`src/rtl/hdmi_period_tracker_pkg.sv`:
```
// Shared types and constants for the HDMI period tracker: period/state codes,
// framing-error codes and the preamble control codes.
package hdmi_period_pkg;

  typedef enum logic [2:0] {
    PER_IDLE      = 3'd0,
    PER_PREAM_T4  = 3'd1,
    PER_PREAM_VID = 3'd2,
    PER_DGB_LEAD  = 3'd3,
    PER_ISLAND    = 3'd4,
    PER_DGB_TRAIL = 3'd5,
    PER_VGB       = 3'd6,
    PER_VIDEO     = 3'd7
  } period_e;

  localparam logic [2:0] ERR_NONE          = 3'd0;
  localparam logic [2:0] ERR_GB_SHORT      = 3'd1;
  localparam logic [2:0] ERR_GB_LONG       = 3'd2;
  localparam logic [2:0] ERR_PKT_TRUNC     = 3'd3;
  localparam logic [2:0] ERR_PKT_OVERFLOW  = 3'd4;
  localparam logic [2:0] ERR_VGB_IN_ISLAND = 3'd5;
  localparam logic [2:0] ERR_VID_TIMEOUT   = 3'd6;

  localparam logic [3:0] CTL_PREAM_T4  = 4'b0101;
  localparam logic [3:0] CTL_PREAM_VID = 4'b0001;

  // States whose length is policed by the shared run checker.
  function automatic logic is_run_state(input period_e s);
    return (s == PER_DGB_LEAD) || (s == PER_DGB_TRAIL) || (s == PER_VGB);
  endfunction

endpackage

```
`src/rtl/hdmi_period_tracker_run_checker.sv`:
```
// Run-length checker: counts a flag that must stay high for exactly LEN
// characters (the start character counts as the first).
module hdmi_run_checker #(
  parameter int LEN = 2
) (
  input  logic i_clk,
  input  logic i_rst,
  input  logic i_clr,
  input  logic i_start,
  input  logic i_en,
  input  logic i_flag,
  output logic o_done,
  output logic o_short,
  output logic o_long
);
  localparam int W = $clog2(LEN + 1);

  logic [W-1:0] r_cnt;
  logic         w_full;

  assign w_full  = (r_cnt == W'(LEN));
  assign o_done  = i_en && !i_flag &&  w_full;
  assign o_short = i_en && !i_flag && !w_full;
  assign o_long  = i_en &&  i_flag &&  w_full;

  always_ff @(posedge i_clk) begin
    if (i_rst || i_clr)               r_cnt <= '0;
    else if (i_start)                 r_cnt <= W'(1);
    else if (i_en && i_flag && !w_full) r_cnt <= r_cnt + W'(1);
  end

endmodule

```
`src/rtl/hdmi_period_tracker.sv`:
```
// Classifies each aligned TMDS character into an HDMI period and polices
// preamble/guardband/packet framing; all outputs registered, latency 1.
module hdmi_period_tracker
  import hdmi_period_pkg::*;
#(
  parameter int PREAMBLE_MIN = 8,
  parameter int GB_LEN       = 2,
  parameter int PKT_LEN      = 32,
  parameter int MAX_PKTS     = 18,
  parameter int ERR_CNT_W    = 16,
  parameter int VID_MAX      = 4096
) (
  input  logic                        p_clk,
  input  logic                        reset_in,
  input  logic                        valid,
  input  logic [3:0]                  ctl_code,
  input  logic [2:0]                  cv,
  input  logic [2:0]                  vgb,
  input  logic [2:0]                  dgb,
  input  logic                        clear_err,
  output logic [2:0]                  period,
  output logic                        de,
  output logic                        encoding,
  output logic                        encrypting_data,
  output logic                        encrypting_video,
  output logic                        hdcp_ena,
  output logic                        island_start,
  output logic                        pkt_strobe,
  output logic [$clog2(MAX_PKTS)-1:0] pkt_index,
  output logic                        line_end,
  output logic                        err_pulse,
  output logic [2:0]                  err_code,
  output logic [ERR_CNT_W-1:0]        err_count
);
  localparam int CW = $clog2(PKT_LEN);
  localparam int PW = $clog2(MAX_PKTS + 1);
  localparam int IW = $clog2(MAX_PKTS);
  localparam int VW = $clog2(VID_MAX + 1);

  period_e       r_state, w_nxt;
  logic [3:0]    r_pre_cnt, w_pre_cnt;
  logic          r_pre_t4, w_pre_t4, w_is_t4;
  logic [CW-1:0] r_char_cnt, w_char_cnt;
  logic [PW-1:0] r_pkt_cnt, w_pkt_cnt;
  logic [VW-1:0] r_vid_cnt, w_vid_cnt, w_vid_inc;
  logic          w_err, w_gb_start, w_isl_start, w_strobe, w_line_end;
  logic [2:0]    w_code;
  logic          w_dgb, w_vgb, w_gb_done, w_gb_short, w_gb_long;
  logic          w_unused;

  assign w_dgb     = dgb[2] & dgb[1];
  assign w_vgb     = &vgb;
  assign w_vid_inc = r_vid_cnt + VW'(1);
  assign w_unused  = dgb[0];
  assign period    = r_state;

  hdmi_run_checker #(.LEN(GB_LEN)) u_gb (
    .i_clk   (p_clk),
    .i_rst   (reset_in),
    .i_clr   (!valid),
    .i_start (w_gb_start),
    .i_en    (is_run_state(r_state)),
    .i_flag  ((r_state == PER_VGB) ? w_vgb : w_dgb),
    .o_done  (w_gb_done),
    .o_short (w_gb_short),
    .o_long  (w_gb_long)
  );

  always_comb begin
    w_nxt = r_state;  w_err = 1'b0;  w_code = ERR_NONE;
    w_gb_start = 1'b0;  w_isl_start = 1'b0;  w_strobe = 1'b0;  w_line_end = 1'b0;
    w_pre_cnt = '0;  w_pre_t4 = r_pre_t4;  w_is_t4 = 1'b0;
    w_char_cnt = r_char_cnt;  w_pkt_cnt = r_pkt_cnt;  w_vid_cnt = r_vid_cnt;
    case (r_state)
      PER_IDLE: if (&cv && (ctl_code == CTL_PREAM_T4 || ctl_code == CTL_PREAM_VID)) begin
        w_is_t4   = (ctl_code == CTL_PREAM_T4);
        w_pre_cnt = (r_pre_cnt != '0 && w_is_t4 == r_pre_t4) ? r_pre_cnt + 4'd1 : 4'd1;
        w_pre_t4  = w_is_t4;
        if (w_pre_cnt == 4'(PREAMBLE_MIN)) w_nxt = w_is_t4 ? PER_PREAM_T4 : PER_PREAM_VID;
      end
      PER_PREAM_T4: begin
        if (w_dgb) begin w_nxt = PER_DGB_LEAD; w_gb_start = 1'b1; end
        else if (&cv && ctl_code == CTL_PREAM_T4) w_nxt = PER_PREAM_T4;
        else if (w_vgb) begin w_nxt = PER_VGB; w_gb_start = 1'b1; end
        else w_nxt = PER_IDLE;
      end
      PER_PREAM_VID: begin
        if (w_vgb) begin w_nxt = PER_VGB; w_gb_start = 1'b1; end
        else if (ctl_code == CTL_PREAM_VID) w_nxt = PER_PREAM_VID;
        else w_nxt = PER_IDLE;
      end
      PER_DGB_LEAD, PER_DGB_TRAIL, PER_VGB: begin
        if (w_gb_done) begin
          if (r_state == PER_DGB_LEAD) begin
            // The character that ends the guardband is island character 0.
            w_nxt = PER_ISLAND; w_isl_start = 1'b1;
            w_char_cnt = CW'(1); w_pkt_cnt = '0;
          end else if (r_state == PER_VGB) begin
            w_nxt = PER_VIDEO; w_vid_cnt = '0;
          end else w_nxt = PER_IDLE;
        end else if (w_gb_short) begin
          w_nxt = PER_IDLE; w_err = 1'b1; w_code = ERR_GB_SHORT;
        end else if (w_gb_long) begin
          w_nxt = PER_IDLE; w_err = 1'b1; w_code = ERR_GB_LONG;
        end
      end
      PER_ISLAND: begin
        if (w_dgb) begin
          if (r_char_cnt == '0 && r_pkt_cnt != '0) begin
            w_nxt = PER_DGB_TRAIL; w_gb_start = 1'b1;
          end else begin
            w_nxt = PER_IDLE; w_err = 1'b1; w_code = ERR_PKT_TRUNC;
          end
        end else if (|cv) begin
          w_nxt = PER_IDLE; w_err = 1'b1; w_code = ERR_PKT_TRUNC;
        end else if (w_vgb) begin
          w_nxt = PER_VGB; w_gb_start = 1'b1; w_err = 1'b1; w_code = ERR_VGB_IN_ISLAND;
        end else if (r_char_cnt == '0 && r_pkt_cnt == PW'(MAX_PKTS)) begin
          w_nxt = PER_IDLE; w_err = 1'b1; w_code = ERR_PKT_OVERFLOW;
        end else if (r_char_cnt == CW'(PKT_LEN - 1)) begin
          w_strobe = 1'b1; w_char_cnt = '0; w_pkt_cnt = r_pkt_cnt + PW'(1);
        end else w_char_cnt = r_char_cnt + CW'(1);
      end
      PER_VIDEO: begin
        if (|cv) begin
          w_nxt = PER_IDLE; w_line_end = 1'b1;
        end else if (w_vid_inc == VW'(VID_MAX)) begin
          w_nxt = PER_IDLE; w_err = 1'b1; w_code = ERR_VID_TIMEOUT;
        end else w_vid_cnt = w_vid_inc;
      end
      default: w_nxt = PER_IDLE;
    endcase
    if (!valid) begin
      w_nxt = PER_IDLE;  w_err = 1'b0;  w_code = ERR_NONE;
      w_gb_start = 1'b0;  w_isl_start = 1'b0;  w_strobe = 1'b0;  w_line_end = 1'b0;
      w_pre_cnt = '0;  w_char_cnt = '0;  w_pkt_cnt = '0;  w_vid_cnt = '0;
    end
  end

  always_ff @(posedge p_clk) begin
    if (reset_in) begin
      r_state <= PER_IDLE;  r_pre_cnt <= '0;  r_pre_t4 <= 1'b0;
      r_char_cnt <= '0;  r_pkt_cnt <= '0;  r_vid_cnt <= '0;
      de <= 1'b0;  encoding <= 1'b0;  encrypting_data <= 1'b0;
      encrypting_video <= 1'b0;  hdcp_ena <= 1'b0;  island_start <= 1'b0;
      pkt_strobe <= 1'b0;  pkt_index <= '0;  line_end <= 1'b0;
      err_pulse <= 1'b0;  err_code <= ERR_NONE;  err_count <= '0;
    end else begin
      r_state <= w_nxt;  r_pre_cnt <= w_pre_cnt;  r_pre_t4 <= w_pre_t4;
      r_char_cnt <= w_char_cnt;  r_pkt_cnt <= w_pkt_cnt;  r_vid_cnt <= w_vid_cnt;
      de               <= (w_nxt == PER_VIDEO);
      encoding         <= (w_nxt == PER_ISLAND) || (w_nxt == PER_DGB_TRAIL);
      encrypting_data  <= (w_nxt == PER_ISLAND);
      encrypting_video <= (w_nxt == PER_VIDEO);
      hdcp_ena         <= (w_nxt == PER_ISLAND) || (w_nxt == PER_VIDEO);
      island_start     <= w_isl_start;
      pkt_strobe       <= w_strobe;
      if (w_strobe) pkt_index <= IW'(r_pkt_cnt);
      line_end         <= w_line_end;
      err_pulse        <= w_err;
      if (w_err) err_code <= w_code;
      if (clear_err)                  err_count <= w_err ? ERR_CNT_W'(1) : '0;
      else if (w_err && !(&err_count)) err_count <= err_count + ERR_CNT_W'(1);
    end
  end

endmodule
```
`config.mk`:
```
export PLATFORM = sky130hd
export DESIGN_NAME = hdmi_period_tracker
export DESIGN_NICKNAME = d
export VERILOG_FILES = /design/src/rtl/hdmi_period_tracker_pkg.sv /design/src/rtl/hdmi_period_tracker_run_checker.sv /design/src/rtl/hdmi_period_tracker.sv
export SDC_FILE = /design/constraint.sdc
export NUM_CORES = 1
export LEC_CHECK = 0
export ABC_CLOCK_PERIOD_IN_PS = 3100
export BUFFER_PORTS_ARGS = -buffer_cell sky130_fd_sc_hd__buf_2
export CAP_MARGIN = 20
export CORE_ASPECT_RATIO = 2
export CORE_UTILIZATION = 55
export DETAILED_ROUTE_END_ITERATION = 7
export PLACE_DENSITY = 0.8
export SLEW_MARGIN = 40
export SYNTH_ARGS = -nofsm -noshare
export SYNTH_HDL_FRONTEND = slang
export SYNTH_SLANG_ARGS = --single-unit
```
`constraint.sdc`:
```
create_clock -name p_clk -period 3.1 [get_ports p_clk]
set_input_delay 0.465 -clock p_clk [delete_from_list [all_inputs] [get_ports p_clk]]
set_output_delay 0.465 -clock p_clk [all_outputs]
set_load 0.05 [all_outputs]
```
==> out/results.tsv <==
metric	value	unit
place_congestion	0.952	
r2r_start	r_vid_cnt[0]	
setup_viol	0	
ys.warnings.count	0	
outcome	finished clean	
dp.cells	589	
yosys-top-cells-count	dfxtp_1 (65), nor2_1 (35), nand2_1 (33)	
r2r-end	err_count[12]	
irDropWorstVdd	0.310	mV
core_area	6670	µm²
vias_per_cell	6.30	
crit_type	flop to flop	
tns	0	ps
io_buffers	51	
die-area	7320	µm²
area_delta_synth_final	15.4	%
drv_slew	0	
yosysSeqAreaShare	34.0	%
cellLeakagePower	0.00166	µW
clockBufferDepth	2	
h-tree-depth	3	
synth_simple_gate_area_share	29.4	%
layout-drive-gt1-share	17.8	%
synth_top_family_by_area	simple AND/OR/NAND/NOR gates	
ys_types	68	
n_antenna_cell	0	
worst_r2r_path_depth	9	
worstHoldPathCells	3	
start_util	57.4	%
finalHoldViolCount	0	
grt_overflow	0	
max-slew-margin-rel	47.1	%
syn_inst	470	
vias	3814	
post-synth-top-count-cell	dfxtp_1	
synth_top_area_share	34.0	%
synth_top_cell_by_area	dfxtp_1	
rsz0062_at_grt	no	
drtAntennaViolNets	0	
crit_path_start_kind	flop	
antenna_found_initial	0	
postCtsSetupBuffers	0	
grt_pass1_wl	15800	µm
ys_ff_latch	65	
netlist_area	3830	µm²
synthFlopType	dfxtp_1	
hold_path_class	primary input to flop	
fin_skew	4.45	ps
placement_rows	42	
max_clock_freq	355	MHz
r2r_slack	280	ps
fin_crit	2820	ps
min_from	ctl_code[0]	
drt-pass1-iter-count	5	
place_area	4130	µm²
cts.sinks	65	
hold_buffers	0	
drtIter0Drc	284	
layoutNonFillerInstCount	605	
crit_arrival	3100	ps
grt_usage	28.7	%
avgSynthCellArea	8.15	µm²
clk_pin_slew_worst_paths	50	ps
synth_top_cells_by_area	dfxtp_1 (34%), a21oi_1 (3.8%), ha_1 (3.6%)	
async_flop_share	0	%
hold_path_end	r_pre_t4	
synth_compound_area_share	22.4	%
grt_pass1_vias	3531	
cts_tree	yes	
drt-total-wl	9740	µm
worstPathMaxFanout	10	
synthXorXnorAreaFrac	3.43	%
ctsResizeCount	0	
worstPathRequired	3380	ps
ios	53	
end_kind	flop	
synth_edf_count	0	
clock_tree.root_cell	clkbuf_16	
insertion_delay	340	ps
synth_nets	498	
die_y	120	µm
cts-buffers-inserted	9	
finalNetCount	540	
powerDensity	415	nW/µm²
dpl.hpwl	7170	µm
wl_per_cell	16.1	µm
final_area	4420	µm²
grt_max_degree	20	
remaining_drc_errors	0	
worstMarginPinSlew	793	ps
synthMuxAreaShare	1.83	%
die_x	61.0	µm
synthAdderAreaFrac	3.59	%
period_share	91.0	%
maxCapViolCount	0	
==> worst max-delay path by stage <==
stage	cells past startpoint	slack (ps)	endpoint	from
finish	9	280	err_count[12]	r_vid_cnt[0]
global route	9	80	err_count[3]	r_vid_cnt[0]
CTS	9	340	err_count[12]	r_vid_cnt[0]
detailed placement	9	370	err_count[12]	r_vid_cnt[0]
global placement	9	430	err_count[12]	r_vid_cnt[0]
floorplan	9	440	pkt_index[0]	period[2]
==> worst max-delay path, cell delays in order (launching register included) <==
cell	delay, ps
dfxtp_1	440
ha_1	200
and3_1	350
and3_1	240
o221ai_1	230
nor4b_4	380
o21ai_2	190
buf_4	200
or4_1	460
nand2_1	70
==> per-stage QoR <==
stage | power [µW] | utilization, % | worst slack (ps) | hold WS (ps)
after floorplan | 882 | - | 442 | 462
after global placement | 906 | 61.9 | 428 | 472
after detailed placement | 908 | 61.9 | 368 | 480
after CTS | 1850 | 66.1 | 336 | 436
after global routing | 1890 | 66.2 | 81.8 | 462
final | 1840 | 66.2 | 281 | 442
==> cell usage in the layout, fill, tap and decap left out, types with 6 or more instances in the layout <==
cell       instances
nand2_1           33
nor3_1            23
o211ai_1           7
mux2i_1            7
clkbuf_16          9
a21oi_1           29
o31ai_1            9
o21ai_0           21
nand4_1           13
or3_1             13
buf_4             12
dfxtp_1           65
nor2_1            34
buf_2             51
and3_1            12
xor2_1             8
o31a_1             9
inv_1             14
nand3_1           25
xnor2_1            7
ha_1              11
nor2b_1            6
and2_1             8
==> sequential cells by signal (all words and copies together) (netlist names), 2 cells and up <==
signal and count:
err_code 3, period 3, pkt_index 5, r_vid_cnt 13
r_pre_cnt 4, r_char_cnt 5, r_pkt_cnt 5, err_count 16
u_gb.r_cnt 2
==> per-layer routing <==
layer	track usage, %	vias to the layer above	routed length (µm)
li1	-	1844	-
met1	29.8	1789	3710
met2	49.2	147	5170
met3	7.54	34	435
met4	17.0	0	424
met5	0	-	0
==> power breakdown <==
part | switching [µW] | internal (µW) | leakage [µW]
clock | 365 | 579 | 0.000137
combinational | 38.8 | 16.7 | 0.000999
sequential | 0.0643 | 836 | 0.000523
==> area by class of cell <==
class                      instances  area (µm²)
multi-input combinational        359        2320
fill                             582        2260
sequential                        65        1300
timing repair buffer              63         345
clock buffer                      11         253
tap                               88         110
inverter                          14        52.6
clock inverter                     5        30.0
==> cell families (layout without fill, tap and decap cells) <==
family	after synthesis	in the layout
DFF	65	65
buffers and inverters	46	93
adders and majority gates	11	11
and+or+nand+nor	205	205
xor gates and xnor gates	15	15
muxes	7	7
AOI/OAI and AO/OA	121	121
(Power assumes the default switching activity.)
